`config.mk`:
```
export PLATFORM = sky130hd
export DESIGN_NAME = control_unit
export DESIGN_NICKNAME = d
export VERILOG_FILES = /design/src/rtl/control_unit.sv
export SDC_FILE = /design/constraint.sdc
export NUM_CORES = 1
export LEC_CHECK = 0
export CAP_MARGIN = 20
export CORE_MARGIN = 5
export CORE_UTILIZATION = 31
export CTS_CLUSTER_SIZE = 10
export DETAILED_ROUTE_END_ITERATION = 16
export PLACE_DENSITY_LB_ADDON = 0.08
export SYNTH_ARGS = -nofsm -noshare
export SYNTH_HDL_FRONTEND = slang
export SYNTH_SLANG_ARGS = --single-unit
```
`constraint.sdc`:
```
create_clock -name clk -period 2.2 [get_ports clk]
set_clock_uncertainty 0.15 [all_clocks]
set_input_delay 0.33 -clock clk [delete_from_list [all_inputs] [get_ports clk]]
set_output_delay 0.33 -clock clk [all_outputs]
set_load 0.05 [all_outputs]
```
`src/rtl/control_unit.sv`:
```
// Multicycle RV64 sequencer: fetches through a request/ready handshake, decodes the
// latched instruction and steps the dataflow through FETCH/DECODE/EXECUTE/MEM/COMMIT.
module control_unit #(
    parameter bit HaltOnIllegal = 1'b1
) (
    input  logic        clk,
    input  logic        reset,
    input  logic [31:0] insn,
    input  logic [2:0]  flags_value,
    input  logic        mem_ready,
    output logic        mem_req,
    output logic        mem_we,
    output logic        sel_pc_next,
    output logic        sel_pc_increment,
    output logic        sel_pc_jump,
    output logic        sel_alu_a,
    output logic        sel_alu_b,
    output logic        sel_mem_next,
    output logic        load_ins,
    output logic        load_imm,
    output logic        load_regfile,
    output logic        load_pc,
    output logic        load_rs1,
    output logic        load_rs2,
    output logic        load_alu,
    output logic        load_pc_alu,
    output logic        load_data_memory,
    output logic        load_flags,
    output logic [1:0]  sel_rd,
    output logic [2:0]  func3,
    output logic [2:0]  sel_mem_extension,
    output logic        sub_sra,
    output logic [4:0]  rd_addr,
    output logic [4:0]  rs1_addr,
    output logic [4:0]  rs2_addr,
    output logic        illegal
);

    typedef enum logic [2:0] {
        S_FETCH   = 3'd0,
        S_DECODE  = 3'd1,
        S_EXECUTE = 3'd2,
        S_MEM     = 3'd3,
        S_COMMIT  = 3'd4,
        S_HALT    = 3'd5
    } state_t;

    typedef enum logic [3:0] {
        C_LUI     = 4'd0,
        C_AUIPC   = 4'd1,
        C_JAL     = 4'd2,
        C_JALR    = 4'd3,
        C_BRANCH  = 4'd4,
        C_LOAD    = 4'd5,
        C_STORE   = 4'd6,
        C_OPIMM   = 4'd7,
        C_OP      = 4'd8,
        C_ILLEGAL = 4'd9
    } class_t;

    // Branches with func3 010/011 have no defined condition and are treated as illegal.
    function automatic class_t decode_class(input logic [31:0] w);
        class_t c;
        case (w[6:0])
            7'b0110111: c = C_LUI;
            7'b0010111: c = C_AUIPC;
            7'b1101111: c = C_JAL;
            7'b1100111: c = C_JALR;
            7'b1100011: c = (w[14:13] == 2'b01) ? C_ILLEGAL : C_BRANCH;
            7'b0000011: c = C_LOAD;
            7'b0100011: c = C_STORE;
            7'b0010011: c = C_OPIMM;
            7'b0110011: c = C_OP;
            default:    c = C_ILLEGAL;
        endcase
        return c;
    endfunction

    // flags are {lu, ls, eq}
    function automatic logic branch_taken(input logic [2:0] f3, input logic [2:0] fl);
        logic t;
        case (f3)
            3'b000:  t = fl[0];
            3'b001:  t = ~fl[0];
            3'b100:  t = fl[1];
            3'b101:  t = ~fl[1];
            3'b110:  t = fl[2];
            3'b111:  t = ~fl[2];
            default: t = 1'b0;
        endcase
        return t;
    endfunction

    state_t state_r;
    state_t next_state_s;
    class_t class_s;
    logic   unused_insn_s;

    assign class_s       = decode_class(insn);
    assign rd_addr       = insn[11:7];
    assign rs1_addr      = insn[19:15];
    assign rs2_addr      = insn[24:20];
    assign unused_insn_s = ^{insn[31], insn[29:25]};

    // State register with synchronous reset back to FETCH.
    always_ff @(posedge clk) begin
        if (reset) begin
            state_r <= S_FETCH;
        end else begin
            state_r <= next_state_s;
        end
    end

    // Next-state and output decode; every output stays 0 while reset is high.
    always_comb begin
        next_state_s      = state_r;
        mem_req           = 1'b0;
        mem_we            = 1'b0;
        sel_pc_next       = 1'b0;
        sel_pc_increment  = 1'b0;
        sel_pc_jump       = 1'b0;
        sel_alu_a         = 1'b0;
        sel_alu_b         = 1'b0;
        sel_mem_next      = 1'b0;
        load_ins          = 1'b0;
        load_imm          = 1'b0;
        load_regfile      = 1'b0;
        load_pc           = 1'b0;
        load_rs1          = 1'b0;
        load_rs2          = 1'b0;
        load_alu          = 1'b0;
        load_pc_alu       = 1'b0;
        load_data_memory  = 1'b0;
        load_flags        = 1'b0;
        sel_rd            = 2'd0;
        func3             = 3'b000;
        sel_mem_extension = 3'b000;
        sub_sra           = 1'b0;
        illegal           = 1'b0;
        if (reset) begin
            next_state_s = S_FETCH;
        end else begin
            sel_mem_extension = insn[14:12];
            case (state_r)
                S_FETCH: begin
                    mem_req  = 1'b1;
                    load_ins = mem_ready;
                    next_state_s = mem_ready ? S_DECODE : S_FETCH;
                end
                S_DECODE: begin
                    load_rs1 = 1'b1;
                    load_rs2 = 1'b1;
                    load_imm = 1'b1;
                    if (class_s == C_ILLEGAL) begin
                        next_state_s = HaltOnIllegal ? S_HALT : S_COMMIT;
                    end else begin
                        next_state_s = S_EXECUTE;
                    end
                end
                S_EXECUTE: begin
                    load_alu    = 1'b1;
                    load_flags  = 1'b1;
                    load_pc_alu = 1'b1;
                    case (class_s)
                        C_OP: begin
                            func3   = insn[14:12];
                            sub_sra = insn[30];
                        end
                        C_OPIMM: begin
                            sel_alu_b = 1'b1;
                            func3     = insn[14:12];
                            sub_sra   = (insn[14:12] == 3'b101) ? insn[30] : 1'b0;
                        end
                        C_LOAD, C_STORE, C_JALR: begin
                            sel_alu_b = 1'b1;
                        end
                        C_AUIPC, C_JAL: begin
                            sel_alu_a = 1'b1;
                            sel_alu_b = 1'b1;
                        end
                        C_BRANCH: begin
                            sub_sra = 1'b1;
                        end
                        default: begin
                            sub_sra = 1'b0;
                        end
                    endcase
                    if ((class_s == C_LOAD) || (class_s == C_STORE)) begin
                        next_state_s = S_MEM;
                    end else begin
                        next_state_s = S_COMMIT;
                    end
                end
                S_MEM: begin
                    mem_req          = 1'b1;
                    sel_mem_next     = 1'b1;
                    mem_we           = (class_s == C_STORE);
                    load_data_memory = (class_s == C_LOAD) && mem_ready;
                    next_state_s     = mem_ready ? S_COMMIT : S_MEM;
                end
                S_COMMIT: begin
                    load_pc      = 1'b1;
                    next_state_s = S_FETCH;
                    case (class_s)
                        C_LOAD: begin
                            load_regfile = 1'b1;
                            sel_rd       = 2'd0;
                        end
                        C_LUI: begin
                            load_regfile = 1'b1;
                            sel_rd       = 2'd1;
                        end
                        C_OP, C_OPIMM, C_AUIPC: begin
                            load_regfile = 1'b1;
                            sel_rd       = 2'd2;
                        end
                        C_JAL: begin
                            load_regfile     = 1'b1;
                            sel_rd           = 2'd3;
                            sel_pc_next      = 1'b1;
                            sel_pc_increment = 1'b1;
                        end
                        C_JALR: begin
                            load_regfile     = 1'b1;
                            sel_rd           = 2'd3;
                            sel_pc_next      = 1'b1;
                            sel_pc_increment = 1'b1;
                            sel_pc_jump      = 1'b1;
                        end
                        C_BRANCH: begin
                            if (branch_taken(insn[14:12], flags_value)) begin
                                sel_pc_next      = 1'b1;
                                sel_pc_increment = 1'b1;
                            end else begin
                                sel_pc_next      = 1'b0;
                            end
                        end
                        default: begin
                            load_regfile = 1'b0;
                        end
                    endcase
                end
                S_HALT: begin
                    illegal      = 1'b1;
                    next_state_s = S_HALT;
                end
                default: begin
                    next_state_s = S_FETCH;
                end
            endcase
        end
    end

endmodule

```
==> reports/metrics.cfg <==
[route]
vias_per_cell = 5.15
drc = 0
routedWlPerCell_microns = 15.5
ant_nets = 0
wl_microns = 3650
drt_iter0_markers = 36
drt_first_pass_iters = 4
num_vias = 1215

[clocking]
numCtsBuffers = 3
htreeDepth = 1
clkSinkCount = 3
clk_latency_ns = 0.24
clock_path_buffers = 2
cts_tree = yes
clock-root-buffer = clkbuf_4
ctsHoldBuffers = 0
clk_pin_slew_ns = 0.03

[global_route]
antenna_found_initial = 0
grt.overflow.total = 0
grt_max_degree = 9
grt_pass1_vias = 1286
grt_pass1_wl_microns = 6200
grt_usage = 0.188

[sta]
fmax_mhz = 437
setup_viol = 6
hold_violations = 0
period_needed_ns = 2.29
worst_slew_margin_rel = 0.737
rsz0062_at_grt = yes
maxSlewViolCount = 0
whs_ns = 0.365
tightest_slew_ns = 0.392
layout_setup_ws_ns = -0.0880
timing.final.crit_share = 1.04

[power]
p_sw_uw = 208
power_frac_clock = 0.197
power_frac_comb = 0.665
power.internal_uw = 292
total_power_uw = 500
p_per_area_nw_per_um2 = 234
leakagePower_nw = 0.891
switching_share = 0.416
p_seq_frac = 0.137
ir_drop_mv = 0.311

[logic_synthesis]
synthMuxAreaShare = 0.0115
synth_simple_gate_area_frac = 0.443
ys_ff_latch = 3
synth_adder_area_share = 0
synth_xor_xnor_area_share = 0.0301
synth_top_family_by_area = simple AND/OR/NAND/NOR gates
ys_seq_area_frac = 0.0689
yosysWarnings = 0
syn-instance-count = 127
synth_compound_area_frac = 0.241
syn_area_sq_um = 872
ys_types = 42
syn_nets = 165
avgSynthCellArea_sq_um = 6.87

[place]
io_buffers = 44
dpl.hpwl_microns = 2890
place_congestion = 0.861
place_area_sq_um = 1940
placed_cells = 221

[layout]
fin_area_sq_um = 2140
reg_top3 = state_r (3)
final_common_cell = buf_4
antenna_cells = 0
largest_reg_flops = 3
instances_no_fill = 236
multi_input_area_sq_um = 901
fillers = 201
top_register = state_r
final_cell_mix = buf_4 (47), buf_12 (28), nor3_1 (9)
nNetsFinal = 244
ff_latch_area_sq_um = 65.1
layout-drive-gt1-share = 0.722
syn2layout_area_growth_pct = 145

[floorplan]
std_cell_rows = 19
die_height_microns = 63.0
dieArea_sq_um = 3970
io_pins = 81
core_sq_um = 2730
start_util = 0.319
die_w_microns = 63.0

[critical_path]
worstSetupEndpointType = output port
cp.arrival_ns = 1.81
rrSetupSlack_ns = 0.59
r2r_start = state_r[0]
cp_data_required_time_ns = 1.72
setup.worst_path.start_class = input port
critPathMaxFanout = 4
reg2reg_to = state_r[0]
rr_worst_depth = 4
crit_type = input port to output port

[outcome]
violations = setup timing
status = finished with violations

[hold_path]
hold_path_depth = 3
min_to = state_r[2]
min_path_type = input port to flop
hp-start = reset

[job]
maxCapViolations = 0

power by group through the flow:
stage	registers [mW]	clock network [mW]	logic, mW
floorplan	0.0691	0	0.211
global placement	0.0713	0	0.288
detailed placement	0.0711	0	0.294
CTS	0.0705	0.0990	0.312
global route	0.0694	0.110	0.353
finish	0.0686	0.0986	0.332
critical path: stages:
cell      delay (ns)
buf_6           0.09
or2_4           0.26
or2_4           0.27
a221oi_4        0.26
nand2_4         0.10
nor4b_4         0.31
buf_12          0.18
cells in the mapped netlist (all sizes together):
cell type / number / share of area
nand2b: 6 / 0.043
o32ai: 1 / 0.010
nor2: 13 / 0.056
o21ai: 2 / 0.011
a211oi: 4 / 0.049
o22ai: 1 / 0.0072
nor2b: 7 / 0.050
nor4: 1 / 0.014
a22o: 1 / 0.010
nand4b: 1 / 0.010
nor4b: 2 / 0.027
a221oi: 1 / 0.010
or3b: 1 / 0.010
o21a: 1 / 0.0086
o211ai: 1 / 0.014
a21oi: 9 / 0.065
nand3: 2 / 0.011
dfxtp: 3 / 0.069
a31oi: 1 / 0.0072
and2b: 1 / 0.0086
mux2i: 1 / 0.011
xnor2: 3 / 0.030
nand2: 10 / 0.043
nand4: 1 / 0.0072
or3: 2 / 0.020
inv: 3 / 0.013
or2: 3 / 0.024
nor3: 13 / 0.075
and3: 2 / 0.014
and2: 4 / 0.029
a31o: 1 / 0.010
o311ai: 1 / 0.030
a21boi: 1 / 0.0086
buf: 23 / 0.19
repair_timing:
| action | in CTS | in global routing |
|---|---|---|
| setup endpoints to repair | 18 | 14 |
| resized for setup | 66 | 17 |
| pin swaps | 22 | 14 |
| buffers inserted | 7 | 5 |
final cells by class:
class,count,area share
clock buffers,4,0.0123
inverters,3,0.00527
flip-flops and latches,3,0.0304
well taps,31,0.0181
repair buffers,97,0.512
multi-input cells,98,0.422
logic make-up (layout without fill, tap and decap cells):
group / Yosys count / in the layout
muxes: 1 / 1
and+or+nand+nor: 69 / 69
AOI/OAI and AO/OA: 25 / 25
DFF: 3 / 3
buffers and inverters: 26 / 104
xor gates and xnor gates: 3 / 3
stage by stage:
step / util / setup TNS (ns) / setup WS (ns)
4_1_cts: 0.762 / -0.345 / -0.0803
3_3_place_gp: 0.709 / -4.91 / -0.442
6_report: 0.782 / -0.396 / -0.0880
2_1_floorplan: - / -1.45 / -0.353
5_1_grt: 0.782 / -0.885 / -0.157
3_5_place_dp: 0.709 / -5.64 / -0.505
worst max-delay path by stage:
stage	startpoint	end	slack, ns
finish	insn[2]	load_data_memory	-0.09
global route	insn[2]	mem_we	-0.16
floorplan	reset	sel_pc_next	-0.35
CTS	insn[2]	mem_we	-0.08
detailed placement	insn[13]	sel_pc_next	-0.50
global placement	insn[13]	load_data_memory	-0.44
routing by layer:
metal / track usage / wire length [microns]
met3: 0.0450 / 266
met2: 0.354 / 1990
met4: 0.0690 / 123
met1: 0.196 / 1270
met5: 0 / 0
(Power assumes the default switching activity.)
==> variant (config.mk and constraints unchanged) <==
The parameter `HaltOnIllegal` goes from 1'b1 to 1'b0.
--- a/src/rtl/control_unit.sv
+++ b/src/rtl/control_unit.sv
@@ -3,3 +3,3 @@
 module control_unit #(
-    parameter bit HaltOnIllegal = 1'b1
+    parameter bit HaltOnIllegal = 1'b0
 ) (
Formal check against the unedited RTL: not equivalent (a bounded check fails within 4 cycles, from zero or initial values and one cycle with reset high).
==> variant against the original RTL <==
  * The flow still finishes with violations (negative setup slack)
  * Sequential share of layout area about the same
  * Area after synthesis rose by 0.72%
  * Setup slack got worse by 0.20 ns
  * Core utilization shrank 2.0 points
  * Critical endpoint is now sel_pc_next
  * Synthesized cell count fell by 5.5%
  * Routed wire length decreased by 2.0%
  * Final area is 2.5% lower
  * Count of clock-buffer cells in the layout unchanged
  * Total power down 15%
  * Sequential power down 14%
  * Sequential cell count unchanged
==> variant: results (changes against the original RTL) <==
[worst_setup_path]
cp-endpoint=sel_pc_next  ; was load_data_memory
rr_worst_depth=4  ; unchanged
regToRegEndpoint=state_r[1]  ; was state_r[0]
setup.worst_path.start=reset  ; was insn[2]
r2r-start=state_r[0]  ; unchanged
crit_arrival_ns=2.01  ; was 1.81 ns
cp_max_fo=2  ; was 4
r2r_setup_slack_ns=0.71  ; was 0.59 ns

[global_route]
antenna_found_initial=0  ; unchanged
grt_usage=0.1737  ; was 0.1877
grt_pass1_vias=1217  ; was 1286
grt_max_degree=10  ; was 9
grt_first_pass_wirelength_mm=5.802  ; was 6.196 mm

[clock_tree]
cts_max_level=1  ; unchanged
clockBufferDepth=2  ; unchanged
clk_latency_ns=0.23
cts_buffers=3  ; unchanged
root_buffer=clkbuf_4  ; unchanged
path_clk_slew_ns=0.04

[yosys]
ys_top_cells_by_count=buf_4 (20), nor2_1 (11), nand2_1 (9), a21oi_1 (6)  ; was buf_4 (21), nor2_1 (13), nor3_1 (13), nand2_1 (10), a21oi_1 (8)
synthFlopType=dfxtp_1  ; unchanged
synth_nets=158  ; was 165
synth_area_leaders=buf_4 (17%), dfxtp_1 (6.8%), buf_6 (6.4%)  ; was buf_4 (18%), nor3_1 (7.5%), dfxtp_1 (6.9%)
seq_area_frac_synth=0.06838  ; was 0.06887
ys_warn_count=0  ; unchanged
ys_async_sr_fraction=0  ; unchanged
synth_cell_types=45  ; was 42

[run_status]
violations=negative setup slack  ; unchanged
status=finished, violations left  ; unchanged

[layout]
antenna_cells=0  ; unchanged
fin_nets=232  ; was 244
reg.largest.list=state_r (3)  ; unchanged
drive_gt1_frac=0.6943  ; was 0.7220

[place]
dp_hpwl_mm=2.849  ; was 2.894 mm
gp_congestion=0.8303  ; was 0.8612
port_buffers=44  ; unchanged
post_dp_cell_area_mm2=0.001872  ; was 0.001938 mm^2

[sta]
finalSetupViolCount=9  ; was 6
hold_viol=0  ; unchanged
fin_ws_ns=-0.2857  ; was -0.08797 ns
slew_headroom=0.7660  ; was 0.7369

[hold_path]
worstHoldPathType=in2reg  ; unchanged
min_from=reset  ; unchanged

[route]
first_pass_iters=4  ; unchanged
drt_iter0_markers=58  ; was 36
viasPerCell=5.054  ; was 5.148
wl_per_cell_um=15.97  ; was 15.47 um

[power_and_ir_drop]
leakagePower_nw=0.8695  ; was 0.8905 nW
peakVddDrop_mv=0.2806  ; was 0.3105 mV

==> variant: timing repair <==
| item | 4_1_cts | 5_1_grt |
|---|---|---|
| endpoints found under the hold margin | 0 | 0 |
| buffers inserted | 6 | 4 |
| pin swaps | 11 | 10 |
| gates resized for setup | 44 | 17 |
| setup endpoints to repair | 22 | 17 |
==> variant: worst max-delay path: stages <==
cell and delay, ns:
clkdlybuf4s15_1 0.22, or4b_4 0.58, clkinv_8 0.08, nand3_4 0.06
a221o_1 0.28, nand2b_4 0.18, o31ai_4 0.09, buf_12 0.18
==> variant: final cells by class <==
type,count,area (um^2)
Tap cell,31,38.79
Inverter,6,38.79
Clock buffer,4,26.28
Multi-Input combinational cell,86,815.8
Fill cell,185,650.6
Sequential cell,3,62.56
Timing Repair Buffer,94,1101
==> variant: worst min path at each step <==
stage	cells past startpoint	slack, ns	to
floorplan	2	0.36	state_r[0]
global placement	3	0.50	state_r[0]
detailed placement	0	0.51	rs1_addr[3]
CTS	3	0.43	state_r[0]
global route	3	0.43	state_r[0]
finish	3	0.41	state_r[0]
==> variant: per-layer routing <==
layer / global-route usage / share of wire
met4: 0.06494 / 0.018
met3: 0.04618 / 0.056
met1: 0.1799 / 0.35
met5: 0 / 0
met2: 0.3282 / 0.58
==> variant: logic make-up (layout without fill, tap and decap cells) <==
group,after synthesis,count (layout),synth area share
buf+inv,31,104,0.2621
compound gates,28,28,0.2493
xor+xnor,4,4,0.03988
simple gates,53,53,0.3689
flops,3,3,0.06838
mux,1,1,0.01140
==> variant: power by group <==
part	leakage, nW	switching [W]	internal (W)
Clock	0.0150	0.0000275	0.0000679
Sequential	0.0254	0.00000122	0.0000577
Combinational	0.829	0.000138	0.000133
==> variant: per-stage QoR <==
stage                     setup TNS, ns  utilization  setup slack, ns  cells
final                            -1.598       0.7620          -0.2857    224
after detailed placement         -7.282       0.6847          -0.5626    210
after CTS                        -2.330       0.7405          -0.2963    220
after global routing             -2.344       0.7620          -0.3450    224
after floorplan                  -2.394            -          -0.3202    120
after global placement           -6.668       0.6847          -0.5346    210
